===== src/rtl/kuznechik_pkg.sv =====
// Shared Kuznechik definitions: byte geometry, round-stage FSM encoding and the
// pi / pi^-1 substitution tables used by the datapath and the reference model.
package kuznechik_pkg;

    localparam int BYTE_W      = 8;
    localparam int BLOCK_BYTES = 16;

    typedef logic [BYTE_W-1:0] byte_t;
    typedef byte_t sbox_t [256];

    typedef enum logic [1:0] {
        IDLE = 2'd0,
        RUN  = 2'd1,
        DONE = 2'd2
    } state_t;

    localparam sbox_t PI = '{
        8'hFC, 8'hEE, 8'hDD, 8'h11, 8'hCF, 8'h6E, 8'h31, 8'h16, 8'hFB, 8'hC4, 8'hFA, 8'hDA, 8'h23, 8'hC5, 8'h04, 8'h4D,
        8'hE9, 8'h77, 8'hF0, 8'hDB, 8'h93, 8'h2E, 8'h99, 8'hBA, 8'h17, 8'h36, 8'hF1, 8'hBB, 8'h14, 8'hCD, 8'h5F, 8'hC1,
        8'hF9, 8'h18, 8'h65, 8'h5A, 8'hE2, 8'h5C, 8'hEF, 8'h21, 8'h81, 8'h1C, 8'h3C, 8'h42, 8'h8B, 8'h01, 8'h8E, 8'h4F,
        8'h05, 8'h84, 8'h02, 8'hAE, 8'hE3, 8'h6A, 8'h8F, 8'hA0, 8'h06, 8'h0B, 8'hED, 8'h98, 8'h7F, 8'hD4, 8'hD3, 8'h1F,
        8'hEB, 8'h34, 8'h2C, 8'h51, 8'hEA, 8'hC8, 8'h48, 8'hAB, 8'hF2, 8'h2A, 8'h68, 8'hA2, 8'hFD, 8'h3A, 8'hCE, 8'hCC,
        8'hB5, 8'h70, 8'h0E, 8'h56, 8'h08, 8'h0C, 8'h76, 8'h12, 8'hBF, 8'h72, 8'h13, 8'h47, 8'h9C, 8'hB7, 8'h5D, 8'h87,
        8'h15, 8'hA1, 8'h96, 8'h29, 8'h10, 8'h7B, 8'h9A, 8'hC7, 8'hF3, 8'h91, 8'h78, 8'h6F, 8'h9D, 8'h9E, 8'hB2, 8'hB1,
        8'h32, 8'h75, 8'h19, 8'h3D, 8'hFF, 8'h35, 8'h8A, 8'h7E, 8'h6D, 8'h54, 8'hC6, 8'h80, 8'hC3, 8'hBD, 8'h0D, 8'h57,
        8'hDF, 8'hF5, 8'h24, 8'hA9, 8'h3E, 8'hA8, 8'h43, 8'hC9, 8'hD7, 8'h79, 8'hD6, 8'hF6, 8'h7C, 8'h22, 8'hB9, 8'h03,
        8'hE0, 8'h0F, 8'hEC, 8'hDE, 8'h7A, 8'h94, 8'hB0, 8'hBC, 8'hDC, 8'hE8, 8'h28, 8'h50, 8'h4E, 8'h33, 8'h0A, 8'h4A,
        8'hA7, 8'h97, 8'h60, 8'h73, 8'h1E, 8'h00, 8'h62, 8'h44, 8'h1A, 8'hB8, 8'h38, 8'h82, 8'h64, 8'h9F, 8'h26, 8'h41,
        8'hAD, 8'h45, 8'h46, 8'h92, 8'h27, 8'h5E, 8'h55, 8'h2F, 8'h8C, 8'hA3, 8'hA5, 8'h7D, 8'h69, 8'hD5, 8'h95, 8'h3B,
        8'h07, 8'h58, 8'hB3, 8'h40, 8'h86, 8'hAC, 8'h1D, 8'hF7, 8'h30, 8'h37, 8'h6B, 8'hE4, 8'h88, 8'hD9, 8'hE7, 8'h89,
        8'hE1, 8'h1B, 8'h83, 8'h49, 8'h4C, 8'h3F, 8'hF8, 8'hFE, 8'h8D, 8'h53, 8'hAA, 8'h90, 8'hCA, 8'hD8, 8'h85, 8'h61,
        8'h20, 8'h71, 8'h67, 8'hA4, 8'h2D, 8'h2B, 8'h09, 8'h5B, 8'hCB, 8'h9B, 8'h25, 8'hD0, 8'hBE, 8'hE5, 8'h6C, 8'h52,
        8'h59, 8'hA6, 8'h74, 8'hD2, 8'hE6, 8'hF4, 8'hB4, 8'hC0, 8'hD1, 8'h66, 8'hAF, 8'hC2, 8'h39, 8'h4B, 8'h63, 8'hB6
    };

    // pi is a bijection, so its inverse is derived at elaboration instead of typed by hand.
    function automatic sbox_t invert_sbox(input sbox_t fwd);
        sbox_t inv;
        for (int i = 0; i < 256; i++) begin
            inv[fwd[i]] = byte_t'(i);
        end
        return inv;
    endfunction

    localparam sbox_t PI_INV = invert_sbox(PI);

endpackage


===== src/rtl/s_box_table.sv =====
// Combinational Kuznechik byte substitution; INVERSE selects pi^-1 instead of pi.
module s_box_table
    import kuznechik_pkg::*;
#(
    parameter bit INVERSE = 1'b0
) (
    input  logic [7:0] input_bytes,
    output logic [7:0] output_bytes
);

    assign output_bytes = INVERSE ? PI_INV[input_bytes] : PI[input_bytes];

endmodule


===== src/rtl/xs_convertion.sv =====
// Kuznechik round front-end: key addition and byte substitution over a 128-bit
// word, one byte per clock, with the level enable / finish handshake of the L stage.
module xs_convertion
    import kuznechik_pkg::*;
#(
    parameter bit INVERSE = 1'b0
) (
    input  logic         clk,
    input  logic         rst_n,
    input  logic         enable,
    input  logic [127:0] input_word,
    input  logic [127:0] round_key,
    output logic [127:0] output_word,
    output logic         finish_convertion
);

    state_t state, next_state;
    logic [3:0] counter;
    logic [BLOCK_BYTES-1:0][BYTE_W-1:0] data_reg, key_reg;
    byte_t sbox_in, sbox_out, new_byte;
    logic capture, shift, load_out;

    // Encrypt keys before the table, decrypt keys after it.
    assign sbox_in  = INVERSE ? data_reg[BLOCK_BYTES-1] : (data_reg[BLOCK_BYTES-1] ^ key_reg[BLOCK_BYTES-1]);
    assign new_byte = INVERSE ? (sbox_out ^ key_reg[BLOCK_BYTES-1]) : sbox_out;

    s_box_table #(.INVERSE(INVERSE)) u_s_box_table (
        .input_bytes  (sbox_in),
        .output_bytes (sbox_out)
    );

    always_ff @(posedge clk or negedge rst_n) begin
        if (!rst_n) state <= IDLE;
        else        state <= next_state;
    end

    always_comb begin
        next_state = state;
        unique case (state)
            IDLE:    if (enable) next_state = RUN;
            RUN:     if (counter == 4'd15) next_state = DONE;
            DONE:    if (!enable) next_state = IDLE;
            default: next_state = IDLE;
        endcase
    end

    always_comb begin
        capture  = (state == IDLE) && enable;
        shift    = (state == RUN);
        load_out = (state == DONE);
    end

    always_ff @(posedge clk or negedge rst_n) begin
        if (!rst_n) begin
            counter           <= '0;
            data_reg          <= '0;
            key_reg           <= '0;
            output_word       <= '0;
            finish_convertion <= 1'b0;
        end else begin
            if (state == IDLE) begin
                counter           <= '0;
                finish_convertion <= 1'b0;
            end
            if (capture) begin
                data_reg <= input_word;
                key_reg  <= round_key;
            end
            // Byte 15 is consumed and its result re-enters at byte 0; the key just rotates.
            if (shift) begin
                data_reg <= {data_reg[BLOCK_BYTES-2:0], new_byte};
                key_reg  <= {key_reg[BLOCK_BYTES-2:0], key_reg[BLOCK_BYTES-1]};
                if (counter != 4'd15) counter <= counter + 4'd1;
            end
            if (load_out) begin
                output_word       <= data_reg;
                finish_convertion <= enable;
            end
        end
    end

endmodule


===== config.mk =====
export PLATFORM = sky130hd
export DESIGN_NAME = xs_convertion
export DESIGN_NICKNAME = d
export VERILOG_FILES = /design/src/rtl/kuznechik_pkg.sv /design/src/rtl/s_box_table.sv /design/src/rtl/xs_convertion.sv
export SDC_FILE = /design/constraint.sdc
export NUM_CORES = 1
export LEC_CHECK = 0
export BUFFER_PORTS_ARGS = -buffer_cell sky130_fd_sc_hd__buf_2
export CORE_MARGIN = 1
export CORE_UTILIZATION = 45
export DETAILED_ROUTE_END_ITERATION = 7
export PLACE_DENSITY = 0.7
export SLEW_MARGIN = 5
export SYNTH_ARGS = -nofsm -noshare
export SYNTH_HDL_FRONTEND = slang
export SYNTH_SLANG_ARGS = --single-unit

===== constraint.sdc =====
create_clock -name clk -period 3.6 [get_ports clk]
set_input_delay 0.18 -clock clk [delete_from_list [all_inputs] [get_ports clk]]
set_output_delay 0.18 -clock clk [all_outputs]
set_load 0.01 [all_outputs]

==> results.yml <==
final_layout:
  layout.cells.non_filler: 3722
  drive_above_1_share: 0.1899
  nets: 3373
  synthToLayoutAreaGrowth_pct: 35.59
detailed_routing:
  vias: 21800
  dr.pass1.iters: 8
  via_per_inst: 5.857
  wl_um: 84490
  detail_route.wl_per_cell_um: 22.70
  drc: 7
  ant_nets: 0
  drt_iter0_markers: 2762
die:
  die_h_um: 211.6
  dieWidth_um: 211.6
  die_area_sq_mm: 0.04479
  start_util: 0.4581
  rows: 76
  fp.coreArea_sq_mm: 0.04317
  io_pins: 388
place:
  dp_hpwl_um: 53730
  globalplace.congestion: 0.9647
  dp_cells: 3391
  io_buffers: 387
timing:
  hold_viol: 0
  setup_viol: 0
  clock_skew_ns: 0.03425
  relSlewSlack: 0.3851
  fin_setup_tns_ns: 0
  fmaxAchievable_ghz: 0.3051
  slew_viol_final: 0
  hold_slack_ns: 0.04576
  period_minus_slack_ns: 3.277
  fin_crit_sh: 0.9104
  worstMarginPinSlew_ns: 0.9162
  rsz0062_at_grt: "no"
worst_setup_path:
  path_max_fanout: 13
  critPathKind: "reg2reg"
  critical-path-top-delay-family: "adder cells"
  r2r_slack_ns: 0.32
  cp-endpoint: "data_reg[3]$_DFFE_PN0P_"
  startpoint: "key_reg[121]$_DFFE_PN0P_"
  crit_buf_inv: 2
  arrival_ns: 3.72
  cpPeakStageDelay_ns: 0.80
  cp_num_cells: 10
  crit-reg2reg-capture: "data_reg[3]$_DFFE_PN0P_"
  cp.required_ns: 4.05
  crit_chain: "xor2_2 > inv_1 > ha_1 > nor3_1 > buf_4 > nor2_1 > o21ai_0 > mux4_2 > nor4_1 > o31ai_1"
  crit_path_end_kind: "flop"
  r2r-start: "key_reg[121]$_DFFE_PN0P_"
  crit_path_start_kind: "flop"
  reg2reg_depth: 10
  crit_slowest_cell: "ha_1"
yosys:
  synth_mux_area_frac: 0.003290
  synth_compound_area_frac: 0.1733
  syn_area_sq_mm: 0.01978
  synth_top_cells_by_area: "dfrtp_1 (49%), nand2_1 (18%), a31oi_1 (8.4%)"
  synth_cells: 2512
  async_flop_share: 1.000
  synth.avg_cell_area_sq_um: 7.872
  synth_warnings: 0
  synth_fa_ha_area_frac: 0.008225
  synth_nets: 2784
  ys_seq_area_frac: 0.4948
  synth_top_area_frac: 0.4948
  synth_seq_cells: 391
  synth_xor_xnor_area_share: 0.01152
  synthFlopType: "dfrtp_1"
  yosys.area_share.simple: 0.2645
  synth_area_leader_cell: "dfrtp_1"
  synth_cell_types: 70
  synth_edf_count: 0
  synth_top_family_by_area: "simple AND/OR/NAND/NOR gates"
power:
  clkPwrFrac: 0.147
  power_density_mw_per_mm2: 1169
  vdd_drop_max_mv: 0.6472
  p_int_mw: 15.63
  p_leak_nw: 13.18
  comb_power_share: 0.600
  p_switching_mw: 15.72
  switching_share: 0.5015
  pwr-share-seq: 0.254
clock_tree:
  clock_sinks: 391
  clock_latency_ns: 0.60
  cts_buffers: 43
  root_buffer: "clkbuf_16"
  cts_tree: "yes"
  cts_max_level: 2
  clockBufferDepth: 3
  postCtsSetupBuffers: 0
  clk_pin_slew_ns: 0.06
global_routing:
  antenna_found_initial: 4
  grt_pass1_vias: 21980
  overflow: 0
  grt_max_degree: 149
  grt_usage: 0.3735
  grt_pass1_wl_um: 127900
outcome:
  outcome: "finished, violations left"
  violations: "DRC"
min_path:
  hold_depth: 3
  hold_path_class: "in2reg"
job:
  maxCapViolations: 0
-- logic make-up after synthesis --
kind of cell / Yosys count
xor gates and xnor gates: 18
DFF: 391
buffers and inverters: 212
and+or+nand+nor: 1349
muxes: 5
adders and majority gates: 13
AOI/OAI and AO/OA: 524
-- worst min-delay path, delay by kind of cell --
family | cells | cell delay [ns]
AO/OA/AOI/OAI | 2 | 0.27
buffers and inverters | 1 | 0.11
-- placed cells by master, fill, tap and decap left out, types with 21 or more instances in the layout --
cell type      synthesis  layout
clkbuf_16              0      43
buf_4                  5      92
nor3_1                21      21
nand3_1               21      21
a31oi_1              265     265
buf_12                 0      22
dlygate4sd3_1          0     250
dfrtp_1              391     391
nor2_1               313     311
buf_2                 26     386
a21oi_1               60      60
o21ai_0               57      57
nand2_1              951     950
-- cells in the mapped netlist (3+ instances only) --
cell	number
a2111oi_0	7
a211oi_1	16
a21o_1	4
a21oi_1	60
a221o_1	3
a221oi_1	7
a22o_1	5
a22oi_1	6
a311o_1	3
a311oi_1	9
a31oi_1	265
a32oi_1	6
and2_1	4
and3_1	5
buf_1	6
buf_2	26
buf_4	5
buf_6	4
clkbuf_1	166
dfrtp_1	391
ha_1	13
inv_1	3
nand2_1	951
nand2b_1	5
nand3_1	21
nand4_1	4
nor2_1	313
nor2b_1	6
nor3_1	21
nor4_1	5
o2111ai_1	9
o211ai_1	16
o21ai_0	57
o221ai_1	4
o22ai_1	6
o311ai_0	12
o311ai_1	6
o31ai_1	6
or3_1	4
xnor2_1	7
xor2_1	4
xor2_2	3
-- layout make-up --
type                            count  area (sq um)
Sequential cell                   391          9784
Inverter                            5         18.77
Tap cell                          585         732.0
Antenna cell                        3         7.507
Multi-Input combinational cell   1909          9223
Fill cell                        3591         16360
Clock inverter                     16         230.2
Clock buffer                       62          1237
Timing Repair Buffer              751          5580
-- metrics by stage --
| step | cell area [sq um] | util | power, mW | setup slack [ns] |
|---|---|---|---|---|
| after global placement | 22840 | 0.5290 | 25.97 | 0.5009 |
| after CTS | 26810 | 0.6209 | 30.60 | 0.4460 |
| after detailed placement | 22840 | 0.5290 | 25.70 | 0.4431 |
| final | 26810 | 0.6211 | 31.35 | 0.3226 |
| after global routing | 26810 | 0.6211 | 32.80 | 0.2934 |
| after floorplan | 19780 | - | 18.05 | 0.7179 |
-- power by group through the flow --
stage / clock network [mW] / registers [mW] / logic (mW)
final: 4.60 / 7.95 / 18.8
after CTS: 4.66 / 7.87 / 18.1
after global routing: 4.82 / 8.16 / 19.8
after floorplan: 0 / 7.49 / 10.6
after detailed placement: 0 / 7.93 / 17.8
after global placement: 0 / 7.85 / 18.1
-- repair_timing --
item                      CTS  global route
hold endpoints to repair  339             0
hold buffers              250             0
resized for setup           0             0
-- layer usage --
metal | up-vias | GRT usage | wire (um) | part of all wire
met5 | - | 0 | 11 | 0.00013
met4 | 2 | 0.2089 | 4934 | 0.058
met3 | 308 | 0.07788 | 7246 | 0.086
met2 | 1330 | 0.6039 | 39640 | 0.47
met1 | 10470 | 0.4663 | 32660 | 0.39
li1 | 9690 | - | - | -
-- worst min path at each step --
stage	slack [ns]	end	start
floorplan	-0.12	counter[0]$_DFF_PN0_	rst_n
global placement	0.29	data_reg[56]$_DFFE_PN0P_	rst_n
detailed placement	0.29	output_word[56]$_DFFE_PN0P_	rst_n
CTS	0.01	data_reg[3]$_DFFE_PN0P_	input_word[3]
global route	0.03	data_reg[3]$_DFFE_PN0P_	input_word[3]
finish	0.05	data_reg[3]$_DFFE_PN0P_	input_word[3]
No activity file was read; power rests on OpenSTA's default activity.
